<file path="src/rtl/ex_branch_rs.sv">
// Branch execution unit: DEPTH-entry in-order reservation queue with CDB wakeup,
// registered redirect and JALR link writeback. Optional macro BRANCH_PREDICT_EN.
module ex_branch_rs #(
   parameter int XLEN         = 32,
   parameter int DEPTH        = 4,
   parameter int TAG_W        = 5,
   parameter int TAG_UNLOCKED = 0
) (
   input  logic             clk,
   input  logic             rst_n,
   input  logic             rdy,
   input  logic             flush_in,
   input  logic             disp_valid_in,
   input  logic [2:0]       disp_op_in,
   input  logic [XLEN-1:0]  disp_pc_in,
   input  logic [XLEN-1:0]  disp_offset_in,
   input  logic [TAG_W-1:0] disp_tagx_in,
   input  logic [TAG_W-1:0] disp_tagy_in,
   input  logic [XLEN-1:0]  disp_datax_in,
   input  logic [XLEN-1:0]  disp_datay_in,
   input  logic [TAG_W-1:0] disp_rd_tag_in,
`ifdef BRANCH_PREDICT_EN
   input  logic [XLEN-1:0]  disp_pred_in,
   output logic [31:0]      mispredict_cnt_out,
`endif
   input  logic             cdb_valid_in,
   input  logic [TAG_W-1:0] cdb_tag_in,
   input  logic [XLEN-1:0]  cdb_data_in,
   output logic             full_out,
   output logic             en,
   output logic [XLEN-1:0]  dest_out,
   output logic             link_valid_out,
   output logic [TAG_W-1:0] link_tag_out,
   output logic [XLEN-1:0]  link_data_out
);

   localparam int PW = $clog2(DEPTH);
   localparam logic [TAG_W-1:0] UNL = TAG_W'(TAG_UNLOCKED);
   localparam logic [2:0] OP_BEQ  = 3'd1;
   localparam logic [2:0] OP_BNE  = 3'd2;
   localparam logic [2:0] OP_BLT  = 3'd3;
   localparam logic [2:0] OP_BGE  = 3'd4;
   localparam logic [2:0] OP_BLTU = 3'd5;
   localparam logic [2:0] OP_BGEU = 3'd6;
   localparam logic [2:0] OP_JALR = 3'd7;

   logic [2:0]       q_op    [DEPTH];
   logic [XLEN-1:0]  q_pc    [DEPTH];
   logic [XLEN-1:0]  q_off   [DEPTH];
   logic [TAG_W-1:0] q_tagx  [DEPTH];
   logic [TAG_W-1:0] q_tagy  [DEPTH];
   logic [XLEN-1:0]  q_datax [DEPTH];
   logic [XLEN-1:0]  q_datay [DEPTH];
   logic [TAG_W-1:0] q_rd    [DEPTH];
`ifdef BRANCH_PREDICT_EN
   logic [XLEN-1:0]  q_pred  [DEPTH];
   logic             mispred;
`endif

   logic [PW-1:0] head, tail;
   logic [PW:0]   count;
   logic          disp_acc, issue, cdb_hit, take;
   logic [XLEN-1:0] hx, hy, h_jump, h_remain, res_dest;

   assign full_out = (count == (PW+1)'(DEPTH));
   assign disp_acc = disp_valid_in && !full_out && !flush_in && (disp_op_in != 3'd0);
   assign cdb_hit  = cdb_valid_in && (cdb_tag_in != UNL);
   // Readiness uses registered tags only, so a wakeup becomes issuable next cycle.
   assign issue    = (count != '0) && !flush_in &&
                     (q_tagx[head] == UNL) && (q_tagy[head] == UNL);

   assign hx       = q_datax[head];
   assign hy       = q_datay[head];
   assign h_jump   = q_pc[head] + q_off[head];
   assign h_remain = q_pc[head] + XLEN'(4);

   always_comb begin
      take = 1'b0;
      case (q_op[head])
         OP_BEQ:  take = (hx == hy);
         OP_BNE:  take = (hx != hy);
         OP_BLT:  take = ($signed(hx) < $signed(hy));
         OP_BGE:  take = ($signed(hx) >= $signed(hy));
         OP_BLTU: take = (hx < hy);
         OP_BGEU: take = (hx >= hy);
         default: take = 1'b0;
      endcase
      if (q_op[head] == OP_JALR) res_dest = (hx + q_off[head]) & ~XLEN'(1);
      else                       res_dest = take ? h_jump : h_remain;
   end

`ifdef BRANCH_PREDICT_EN
   assign mispred = (res_dest != q_pred[head]);
`endif

   always_ff @(posedge clk) begin
      if (!rst_n) begin
         head           <= '0;
         tail           <= '0;
         count          <= '0;
         en             <= 1'b0;
         dest_out       <= '0;
         link_valid_out <= 1'b0;
         link_tag_out   <= '0;
         link_data_out  <= '0;
`ifdef BRANCH_PREDICT_EN
         mispredict_cnt_out <= '0;
`endif
      end else if (rdy) begin
         en             <= 1'b0;
         dest_out       <= '0;
         link_valid_out <= 1'b0;
         link_tag_out   <= '0;
         link_data_out  <= '0;
         if (flush_in) begin
            head  <= '0;
            tail  <= '0;
            count <= '0;
         end else begin
            if (cdb_hit) begin
               for (int i = 0; i < DEPTH; i++) begin
                  if (q_tagx[i] == cdb_tag_in) begin
                     q_tagx[i]  <= UNL;
                     q_datax[i] <= cdb_data_in;
                  end
                  if (q_tagy[i] == cdb_tag_in) begin
                     q_tagy[i]  <= UNL;
                     q_datay[i] <= cdb_data_in;
                  end
               end
            end
            if (disp_acc) begin
               q_op[tail]  <= disp_op_in;
               q_pc[tail]  <= disp_pc_in;
               q_off[tail] <= disp_offset_in;
               q_rd[tail]  <= disp_rd_tag_in;
`ifdef BRANCH_PREDICT_EN
               q_pred[tail] <= disp_pred_in;
`endif
               if (cdb_hit && disp_tagx_in == cdb_tag_in) begin
                  q_tagx[tail]  <= UNL;
                  q_datax[tail] <= cdb_data_in;
               end else begin
                  q_tagx[tail]  <= disp_tagx_in;
                  q_datax[tail] <= disp_datax_in;
               end
               if (cdb_hit && disp_tagy_in == cdb_tag_in) begin
                  q_tagy[tail]  <= UNL;
                  q_datay[tail] <= cdb_data_in;
               end else begin
                  q_tagy[tail]  <= disp_tagy_in;
                  q_datay[tail] <= disp_datay_in;
               end
               tail <= tail + 1'b1;
            end
            if (issue) begin
               head <= head + 1'b1;
`ifdef BRANCH_PREDICT_EN
               en       <= mispred;
               dest_out <= mispred ? res_dest : '0;
               if (mispred && mispredict_cnt_out != '1)
                  mispredict_cnt_out <= mispredict_cnt_out + 32'd1;
`else
               en       <= 1'b1;
               dest_out <= res_dest;
`endif
               if (q_op[head] == OP_JALR) begin
                  link_valid_out <= 1'b1;
                  link_tag_out   <= q_rd[head];
                  link_data_out  <= h_remain;
               end
            end
            if (disp_acc && !issue)      count <= count + 1'b1;
            else if (!disp_acc && issue) count <= count - 1'b1;
         end
      end
   end

endmodule
</file>
<file path="config.mk">
export PLATFORM = sky130hd
export DESIGN_NAME = ex_branch_rs
export DESIGN_NICKNAME = d
export VERILOG_FILES = /design/src/rtl/ex_branch_rs.sv
export SDC_FILE = /design/constraint.sdc
export NUM_CORES = 1
export LEC_CHECK = 0
export BUFFER_PORTS_ARGS = -buffer_cell sky130_fd_sc_hd__buf_2
export CAP_MARGIN = 20
export CELL_PAD_IN_SITES_DETAIL_PLACEMENT = 0
export CELL_PAD_IN_SITES_GLOBAL_PLACEMENT = 1
export CORE_MARGIN = 4
export CORE_UTILIZATION = 55
export DETAILED_ROUTE_END_ITERATION = 10
export PLACE_DENSITY_LB_ADDON = 0.1
export SLEW_MARGIN = 5
export SYNTH_ARGS = -nofsm -noshare
export SYNTH_HDL_FRONTEND = slang
export SYNTH_SLANG_ARGS = --single-unit
</file>
<file path="constraint.sdc">
create_clock -name clk -period 10.15 [get_ports clk]
set_clock_uncertainty 0.15 [all_clocks]
set_input_delay 0.5075 -clock clk [delete_from_list [all_inputs] [get_ports clk]]
set_output_delay 0.5075 -clock clk [all_outputs]
set_load 0.01 [all_outputs]
</file>
==> results.md, run 1 <==
- Die area: 0.0632 sq mm
- Pins Over Slew Limit: 0
- Final setup vio count: 0
- Overflow after GRT: 0
- Post-Layout Cell Count: 3,405
- I/O Pins: 261
- CTS tree: done
- IR Drop Worst-Case VDD: 144 uV
- Design area: 0.0378 sq mm
- Tightest Hold Check Type: primary input to register
- Post-synthesis net count: 2,528
- Min Hold Slack: 0.0936 ns
- Crit path max fanout: 95
- Placed cell area: 0.0347 sq mm
- Crit-path most repeated cell: a221oi_1
- Synth Warn #: 0
- Max-cap check violation count: 0
- FMAX: 177 MHz
- Clock Path Buffers: 3
- Vias/cell: 6.15
- Routed wire length per instance: 26.1 um
- Type of the worst setup path: register to register
- Reg2reg setup slack: 4.51 ns
- Vias: 20,947
- Slew HR: 0.306
- Cell family with the largest share of critical-path delay: compound AO/OA/AOI/OAI gates
- Detail Route Antenna Nets: 0
- Crit path cell chain: buf_12 -> mux4_2 -> ha_1 -> a21oi_1 -> o21ai_0 -> a221oi_1 -> o32a_1 -> nand3_1 -> a221oi_1 -> o21a_2 -> buf_4 -> nor2_2 -> a221oi_1 -> a22o_1
- Root Driver: clkbuf_16
- Clk_lat worst skew: 0.62 ns
- Critical Path Sink Type: register
- Initial core utilization: 0.561
- Commonest register cell after synthesis: edfxtp_1
- Ys async rst share: 0
- Initial antenna violation count: 7
- Yosys reg bits: 664
- CP startpoint kind: register
- Port Buffers: 260
- Post-synth EDFFs: 584
- Syn Inst Count: 2,238
- Avg Inst Size Synth: 14.6 sq um
- Fin crit period: 5.64 ns
- Remaining DRCs: 0
- Hpwl dp: 60.2 mm
- H-tree Lvls: 3
- Drt first pass iters: 5
- Reg clk slew, reported paths: 0.06 ns
- Total core area: 0.0581 sq mm
- Final Hold Fails: 0
- Initial DRC count: 1,764
- CP peak stage delay: 0.66 ns
- Dpl cells: 3,195
- Post-synthesis cell type count: 86
- Status: finished clean
- Area growth syn-to-layout: 15.9%
- Largest net degree at the start of global routing: 97
- Slew @ Worst Pin: 1.04 ns
- Layout cells sized above 1: 0.314
- CTS Buf Count: 71
- Clk sink count: 664
- Dpl ws: 4.59 ns
- Crit path buf inv count: 2
- Die height: 251 um
- Total power: 5.85 mW
- Crit share post-route: 0.555
- Sequential-to-total area share from yosys stat: 0.587
- Setup ws final: 4.51 ns
- Utilization after layout: 0.650
- First-pass GRT wire length: 134 mm
- Total Neg Setup Slack: 0 ns
- Power Dens Cells: 155 mW/mm^2
- Syn Std Cell Area: 0.0326 sq mm
- Vias in the first global route: 21,335
- Crit path required time: 10.55 ns
- Crit-path slowest cell: a221oi_1
- Leak: 13.6 nW
- Crit path DAT: 6.04 ns
- Global placer's final weighted congestion: 0.898
- RSZ-0062 raised after global routing: no
- Post-layout nets: 2,867
- Die W: 251 um
- Cell row count: 88
- Post-Route WL: 88.7 mm
- GRT Util Overall: 0.279
-- cell usage in the layout (no fill, tap or decap), types with 7 or more instances in the layout --
cell type / n
edfxtp_1: 584
buf_2: 260
mux2_2: 259
nor2_1: 160
mux4_2: 132
nand2_1: 110
a21oi_1: 103
ha_1: 98
dfxtp_1: 78
xnor2_1: 76
clkbuf_16: 75
dlygate4sd3_1: 72
o21ai_0: 65
inv_1: 63
xor2_1: 59
nand3_1: 43
buf_4: 27
a21o_1: 26
a22oi_1: 24
clkbuf_1: 22
nor3_1: 21
and2_1: 16
nand4_1: 16
clkinv_2: 14
nor4_1: 11
nor2b_1: 11
o21a_1: 11
clkinv_1: 10
a31oi_1: 9
and4_1: 9
a221oi_1: 9
mux2i_1: 9
and3_1: 8
o41ai_2: 8
a211oi_1: 8
o21ai_1: 7
-- cell usage after synthesis (12+ instances only) --
cell | number | area share
clkbuf_1 | 67 | 0.0077
xnor2_1 | 76 | 0.020
o21ai_0 | 65 | 0.010
a21o_1 | 26 | 0.0060
a22oi_1 | 24 | 0.0055
mux2_2 | 259 | 0.089
and2_1 | 16 | 0.0031
a21oi_1 | 103 | 0.016
nor3_1 | 21 | 0.0032
inv_1 | 67 | 0.0077
nand4_1 | 16 | 0.0031
edfxtp_1 | 584 | 0.54
mux4_2 | 132 | 0.091
o21a_1 | 12 | 0.0028
nand2_1 | 110 | 0.013
nor2_1 | 161 | 0.019
xor2_1 | 59 | 0.016
ha_1 | 98 | 0.038
nand3_1 | 43 | 0.0066
dfxtp_1 | 80 | 0.049
-- power breakdown --
group	switching [mW]	internal [mW]	total (mW)
registers	0.00346	2.98	2.98
logic	0.181	0.143	0.324
clock network	1.06	1.48	2.54
-- path summary, 6_finish.rpt --
check	endpoint	cells past startpoint	from
max	dest_out[11]$_SDFFE_PN0P_	14	register
min	q_datay[2][3]$_DFFE_PP_	2	disp_datay_in[3]
max reg2reg	dest_out[11]$_SDFFE_PN0P_	14	register
min reg2reg	dest_out[30]$_SDFFE_PN0P_	2	dest_out[30]$_SDFFE_PN0P_
-- repair_timing --
action / in CTS / in global routing
hold buffers: 72 / 0
resized for setup: 0 / 0
setup buffers: 0 / 0
hold endpoints to repair: 288 / 0
-- metal layers --
layer	vias to the layer above	GRT usage	part of all wire
li1	9382	-	-
met1	10693	0.391	0.42
met2	740	0.470	0.49
met3	126	0.0400	0.066
met4	6	0.0686	0.022
met5	-	0	0.00029
-- sequential cells by signal, summed over array words and instances, names as in the netlist, named ones only --
signal and flops:
q_datax 128, q_pc 128, en 1, q_op 12, q_datay 128, head 2, q_off 128, q_tagy 20
link_tag_out 5, q_tagx 20, link_data_out 32, tail 2, count 3, link_valid_out 1, dest_out 32, q_rd 20
-- cells by family after synthesis --
| logic type | share of synthesized area |
|---|---|
| simple gates | 0.0640 |
| buf+inv | 0.0224 |
| xor+xnor | 0.0363 |
| mux | 0.187 |
| flops | 0.587 |
| compound gates | 0.0638 |
| fa+ha+maj | 0.0395 |
-- area by class of cell --
cell class                 count  area [sq um]
fill                        4303         20400
sequential                   664         19100
multi-input combinational   1406         12800
timing repair buffer         365          2340
clock buffer                  99          1990
tap                          765           957
clock inverter                32           282
inverter                      69           264
antenna                        5          12.5
Note: power is estimated with default switching activity, not from simulation.
==> inputs of run 2 (changes only) <==
--- a/config.mk
+++ b/config.mk
@@ -5,12 +5,13 @@
 export SDC_FILE = /design/constraint.sdc
 export NUM_CORES = 1
 export LEC_CHECK = 0
+export ABC_AREA = 1
 export BUFFER_PORTS_ARGS = -buffer_cell sky130_fd_sc_hd__buf_2
 export CAP_MARGIN = 20
 export CELL_PAD_IN_SITES_DETAIL_PLACEMENT = 0
 export CELL_PAD_IN_SITES_GLOBAL_PLACEMENT = 1
 export CORE_MARGIN = 4
-export CORE_UTILIZATION = 55
+export CORE_UTILIZATION = 43
 export DETAILED_ROUTE_END_ITERATION = 10
 export PLACE_DENSITY_LB_ADDON = 0.1
 export SLEW_MARGIN = 5
==> constraint.sdc (replaced) <==
create_clock -name clk -period 5 [get_ports clk]
set_clock_uncertainty 0.15 [all_clocks]
set_input_delay 0.25 -clock clk [delete_from_list [all_inputs] [get_ports clk]]
set_output_delay 0.25 -clock clk [all_outputs]
set_load 0.01 [all_outputs]
==> results.md, run 2 <==
- GRT Util Overall: 0.256
- Post-Layout Cell Count: 5,299
- Commonest register cell after synthesis: edfxtp_1
- Critical Path Sink Type: register
- Compound-Gate Fraction of Synth Area: 0.148
- Cell row count: 103
- Multiplexer share of the synthesized area: 0.000687
- Total power: 12.5 mW
- Reg clk slew, reported paths: 0.06 ns
- Remaining DRCs: 0
- NetSw: 2.85 mW
- Reg2reg setup slack: 0.75 ns
- Clk sink count: 664
- Utilization after layout: 0.527
- Total core area: 0.0794 sq mm
- Design area: 0.0419 sq mm
- Hold Path End: q_datay[1][12]$_DFFE_PP_
- Initial antenna violation count: 8
- Post-Synth XOR/XNOR Area: 0.0238
- WP depth: 15
- Fin crit period: 4.59 ns
- Syn Std Cell Area: 0.0346 sq mm
- Commonest non-fill, non-tap cell in the layout: nand2_1
- Status: complete, but fails checks
- # fillers: 7,293
- Crit path buf inv count: 8
- Routed wire length per instance: 21.0 um
- Sequential-to-total area share from yosys stat: 0.553
- Worst reg2reg endpoint: dest_out[30]$_SDFFE_PN0P_
- CTS tree: done
- Largest net degree at the start of global routing: 101
- Vias: 28,297
- Post-synthesis net count: 4,022
- Main combinational cell family by area after synthesis: simple AND/OR/NAND/NOR gates
- Tightest Hold Check Type: primary input to register
- Syn Inst Count: 3,732
- R2r worst-path depth: 20
- Vias/cell: 5.34
- Crit path cell chain: dlygate4sd3_1 -> buf_2 -> clkinv_1 -> nand2_1 -> dlygate4sd3_1 -> nor3_2 -> nand2_1 -> nor2_1 -> inv_2 -> nor2_4 -> inv_2 -> buf_4 -> nand2_1 -> o21ai_0 -> dlygate4sd3_1
- Int Power: 9.63 mW
- Failing checks: hold timing
- Power Dens Cells: 298 mW/mm^2
- Final setup vio count: 0
- CP peak stage delay: 0.59 ns
- RSZ-0062 raised after global routing: no
- Cts repair resizes: 0
- Switching share of power: 0.228
- Max-cap check violation count: 0
- CTS Buf Count: 73
- H-tree Lvls: 3
- First-pass GRT wire length: 167 mm
- Synth area leaders: edfxtp_1, nand2_1, o21ai_0, dfxtp_1, ha_1
- Hpwl dp: 78.6 mm
- Post-synth EDFFs: 584
- Slew @ Worst Pin: 0.977 ns
- Leak: 16.7 nW
- Hold path start: disp_datay_in[12]
- Crit path max fanout: 77
- FMAX: 218 MHz
- Port Buffers: 260
- Logic pwr share: 0.069
- Area leader, netlist: edfxtp_1
- Crit share post-route: 0.918
- Top post-synthesis cells by count: nand2_1, edfxtp_1, o21ai_0
- Clk_lat worst skew: 0.65 ns
- Synth Warn #: 0
- Avg Inst Size Synth: 9.27 sq um
- Pins Over Slew Limit: 0
- Worst hold path stage count: 3
- Dpl cells: 4,974
- Most common cell in the netlist: nand2_1
- Post-Synth Simple-Gate Area: 0.183
- Detail Route Antenna Nets: 0
- Clock power share: 0.445
- Vias in the first global route: 27,199
- Placed cell area: 0.0375 sq mm
- Final Hold Fails: 1
- Yosys reg bits: 664
- Clock Path Buffers: 3
- Root Driver: clkbuf_16
- Post-synthesis cell type count: 57
- IR Drop Worst-Case VDD: 231 uV
- Min Hold Slack: -0.00139 ns
- Type of the worst setup path: primary input to register
- Crit path DAT: 4.83 ns
- Post-layout nets: 4,474
- Total Neg Setup Slack: 0 ns
- # Post-CTS Setup Buffers: 0
- Sequential share of power: 0.486
- Cell family with the largest share of critical-path delay: buffers and inverters
- Crit-path slowest cell: dlygate4sd3_1
- Die area: 0.0850 sq mm
- I/O Pins: 261
- Drt first pass iters: 6
- Initial core utilization: 0.436
- Overflow after GRT: 0
- Ys async rst share: 0
- CP startpoint kind: primary input
- Layout cells sized above 1: 0.143
- Crit path required time: 5.24 ns
- Global placer's final weighted congestion: 0.944
- Slew HR: 0.349
- Initial DRC count: 2,110
- Die W: 292 um
- Post-Route WL: 111 mm
- Commonest cells after routing, fill and taps aside: nand2_1, edfxtp_1, o21ai_0, nor2_1, buf_2
- Hold_buf cts: 184
- Die height: 292 um
- Adder-cell share of the synthesized area: 0.0372
- Area growth syn-to-layout: 21.1%
- Synth top area share: 0.507
==> run 2: changes by cell type after synthesis, sizes merged, moves of 32 or more <==
cell / previous run / this run
a21oi: 103 / 216
a32o: 0 / 32
buf: 32 / 75
clkbuf: 67 / 112
inv: 68 / 240
mux2: 259 / 0
mux4: 136 / 0
nand2: 113 / 894
nand3: 44 / 152
nor2: 162 / 349
o21ai: 73 / 545
o22ai: 5 / 69
xnor2: 76 / 43
==> run 2: cell families (layout without fill, tap and decap cells) <==
kind of cell               count (synthesis)  count (layout)
adders and majority gates                101             101
buffers and inverters                    433             945
xor gates and xnor gates                  94              94
muxes                                      2               2
and+or+nand+nor                         1505            1505
other                                      0               5
AOI/OAI and AO/OA                        933             933
DFF                                      664             664
==> run 2: worst max path at each step <==
stage | start | to | slack (ns)
after CTS | flush_in | q_datay[2][21]$_DFFE_PP_ | 0.40
after detailed placement | register | dest_out[26]$_SDFFE_PN0P_ | 0.84
after global placement | register | dest_out[26]$_SDFFE_PN0P_ | 0.76
final | flush_in | q_datay[2][20]$_DFFE_PP_ | 0.41
after floorplan | count[2]$_SDFFE_PN0P_ | q_datax[3][0]$_DFFE_PP_ | -0.51
after global routing | flush_in | q_datax[2][18]$_DFFE_PP_ | 0.04
==> run 2: stage by stage <==
stage / hold WS [ns] / setup WS, ns
after floorplan: 0.199 / -0.509
after detailed placement: 0.303 / 0.838
after global routing: 0.0424 / 0.0407
after CTS: 0.0000481 / 0.398
after global placement: 0.301 / 0.763
final: -0.00139 / 0.410
==> run 2: routing by layer <==
layer | up-vias | track usage | part of all wire | wire (um)
met4 | 6 | 0.0742 | 0.029 | 3190
met5 | - | 0 | 0.00036 | 40
met3 | 159 | 0.0302 | 0.051 | 5690
li1 | 13980 | - | - | -
met1 | 13373 | 0.342 | 0.44 | 48700
met2 | 779 | 0.440 | 0.48 | 53800
==> run 2: layout make-up <==
type	instances	area, sq um	share of cell area
flip-flops and latches	664	19100	0.457
multi-input cells	2635	13700	0.328
repair buffers	564	4270	0.102
clock buffers	99	1970	0.0471
well taps	1050	1310	0.0314
inverters	246	933	0.0223
clock inverters	36	495	0.0118
diodes	5	12.5	0.000299
==> run 2: power groups by stage <==
stage / clock [mW] / combinational [mW] / sequential [mW]
floorplan: 0 / 0.421 / 6.18
global placement: 0 / 0.744 / 6.18
detailed placement: 0 / 0.746 / 6.18
CTS: 5.65 / 0.862 / 6.06
global route: 5.88 / 0.959 / 6.06
finish: 5.55 / 0.866 / 6.06
==> run 2: worst register-to-register path, cell delays in order, from the launching register on <==
cell     delay [ns]
dfxtp_4        0.45
inv_4          0.27
buf_12         0.24
buf_12         0.28
o21ai_0        0.19
o22ai_1        0.28
ha_1           0.26
fa_1           0.24
nand2_1        0.08
nand3_1        0.07
o21ai_0        0.12
o21ai_0        0.54
nand3_1        0.14
nand3_1        0.22
nand2_1        0.09
nand3_1        0.09
xor2_1         0.15
nand2_1        0.06
o21ai_1        0.07
nand2_1        0.07
a21oi_2        0.11
==> inputs of run 3 (changes only) <==
--- a/config.mk
+++ b/config.mk
@@ -10,7 +10,6 @@
 export CAP_MARGIN = 20
 export CELL_PAD_IN_SITES_DETAIL_PLACEMENT = 0
 export CELL_PAD_IN_SITES_GLOBAL_PLACEMENT = 1
-export CORE_MARGIN = 4
 export CORE_UTILIZATION = 43
 export DETAILED_ROUTE_END_ITERATION = 10
 export PLACE_DENSITY_LB_ADDON = 0.1
==> results.md, run 3 (synthesized netlist as in run 2, its figures left out) <==
- Die W: 286 um
- Root Driver: clkbuf_16
- Initial core utilization: 0.436
- Total core area: 0.0793 sq mm
- Remaining DRCs: 0
- Status: finished clean
- First-pass GRT wire length: 167 mm
- Clk_lat worst skew: 0.64 ns
- Met1 Use GR: 0.358
- CTS tree: done
- Vias in the first global route: 27,194
- Met2 usage in global routing: 0.471
- Max-cap check violation count: 0
- Dpl cells: 4,955
- Initial antenna violation count: 10
- GRT Util Overall: 0.273
- Clock Path Buffers: 3
- I/O Pins: 261
- Slew HR: 0.248
- Port Buffers: 260
- Crit path max fanout: 125
- Overflow after GRT: 0
- IR Drop Worst-Case VDD: 190 uV
- Pins Over Slew Limit: 0
- Post-Layout Cell Count: 5,262
- Vias/cell: 5.37
- Utilization after layout: 0.524
- GR Util met3: 0.0346
- Tightest Hold Check Type: primary input to register
- Largest net degree at the start of global routing: 144
- Die height: 286 um
- Type of the worst setup path: register to register
- Multi-input combinational cell area: 0.0137 sq mm
- Vias: 28,281
- Die area: 0.0816 sq mm
- Final setup vio count: 0
- Total power: 12.6 mW
- Initial DRC count: 2,166
- Post-Route WL: 113 mm
- Critical Path Sink Type: register
- Crit path DAT: 4.80 ns
- Detail Route Antenna Nets: 0
- Commonest cells after routing, fill and taps aside: nand2_1, edfxtp_1, o21ai_0, nor2_1, buf_2
- Hpwl dp: 78.4 mm
- Post-layout nets: 4,439
- H-tree Lvls: 3
- Register area: 0.0191 sq mm
- CTS Buf Count: 75
- Drt first pass iters: 5
- Commonest non-fill, non-tap cell in the layout: nand2_1
- Final Hold Fails: 0
- FMAX: 226 MHz
- Routed wire length per instance: 21.4 um
- Leak: 16.5 nW
- Crit path required time: 5.38 ns
- Area growth syn-to-layout: 20.0%
- Clk sink count: 664
- Worst hold path stage count: 3
- Slew @ Worst Pin: 1.13 ns
- R2r worst-path depth: 20
- Global placer's final weighted congestion: 0.935
- Fin crit period: 4.42 ns
- Layout cells sized above 1: 0.140
- Busiest grt layer: met2
- Reg clk slew, reported paths: 0.06 ns
- Power Dens Cells: 304 mW/mm^2
- Cell row count: 103
- RSZ-0062 raised after global routing: no
- Crit share post-route: 0.885
- CP startpoint kind: register
- # fillers: 7,375
## run 3: repair_timing
action	4_1_cts	5_1_grt
gates resized for setup	0	0
endpoints found under the hold margin	589	0
buffers inserted	0	0
hold buffers	167	0
## run 3: final timing paths
path	startpoint	end	slack (ns)
max	register	dest_out[24]$_SDFFE_PN0P_	0.58
min	disp_datax_in[10]	q_datax[0][10]$_DFFE_PP_	0.003
max reg2reg	register	dest_out[24]$_SDFFE_PN0P_	0.58
min reg2reg	link_tag_out[0]$_SDFFE_PN0P_	link_tag_out[0]$_SDFFE_PN0P_	0.31
## run 3: routing by layer
layer  part of all wire  vias to the layer above
met5            0.00067                        -
met4              0.023                       12
met3              0.053                      169
met2               0.49                      798
met1               0.43                    13401
li1                   -                    13901
## run 3: area by class of cell
cell class / instances / share of cell area
Multi-Input combinational cell: 2635 / 0.331
Timing Repair Buffer: 527 / 0.0927
Antenna cell: 4 / 0.000241
Clock inverter: 41 / 0.0136
Inverter: 246 / 0.0225
Clock buffer: 95 / 0.0475
Sequential cell: 664 / 0.461
Tap cell: 1050 / 0.0316
## run 3: where the power goes
group          switching [mW]  internal, mW  total (mW)
clock network            2.32          3.39        5.71
registers             0.00845          6.06        6.06
logic                   0.523         0.328       0.851
## run 3: critical path, stage by stage (launching register included)
cell and delay, ns:
dfxtp_4 0.38, inv_8 0.52, buf_12 0.27, o21ai_0 0.10, o22ai_1 0.56, ha_1 0.46
a21oi_1 0.23, o21ai_0 0.11, inv_1 0.09, nor2_1 0.04, nor2_1 0.17, nand3_1 0.19
a21o_1 0.21, nand2_1 0.05, inv_1 0.03, o21ai_0 0.16, buf_4 0.17, nand2_1 0.06
inv_1 0.08, nand2_1 0.05, a21oi_1 0.11
## run 3: stage by stage
stage	setup TNS (ns)	setup slack, ns	instance area [sq um]	hold slack (ns)
after detailed placement	0	0.726	37300	0.302
after global placement	0	0.709	37300	0.302
final	0	0.575	41500	0.00267
after global routing	0	0.360	41500	0.0366
after floorplan	-70.30	-0.509	34600	0.199
after CTS	0	0.689	41500	0.00444
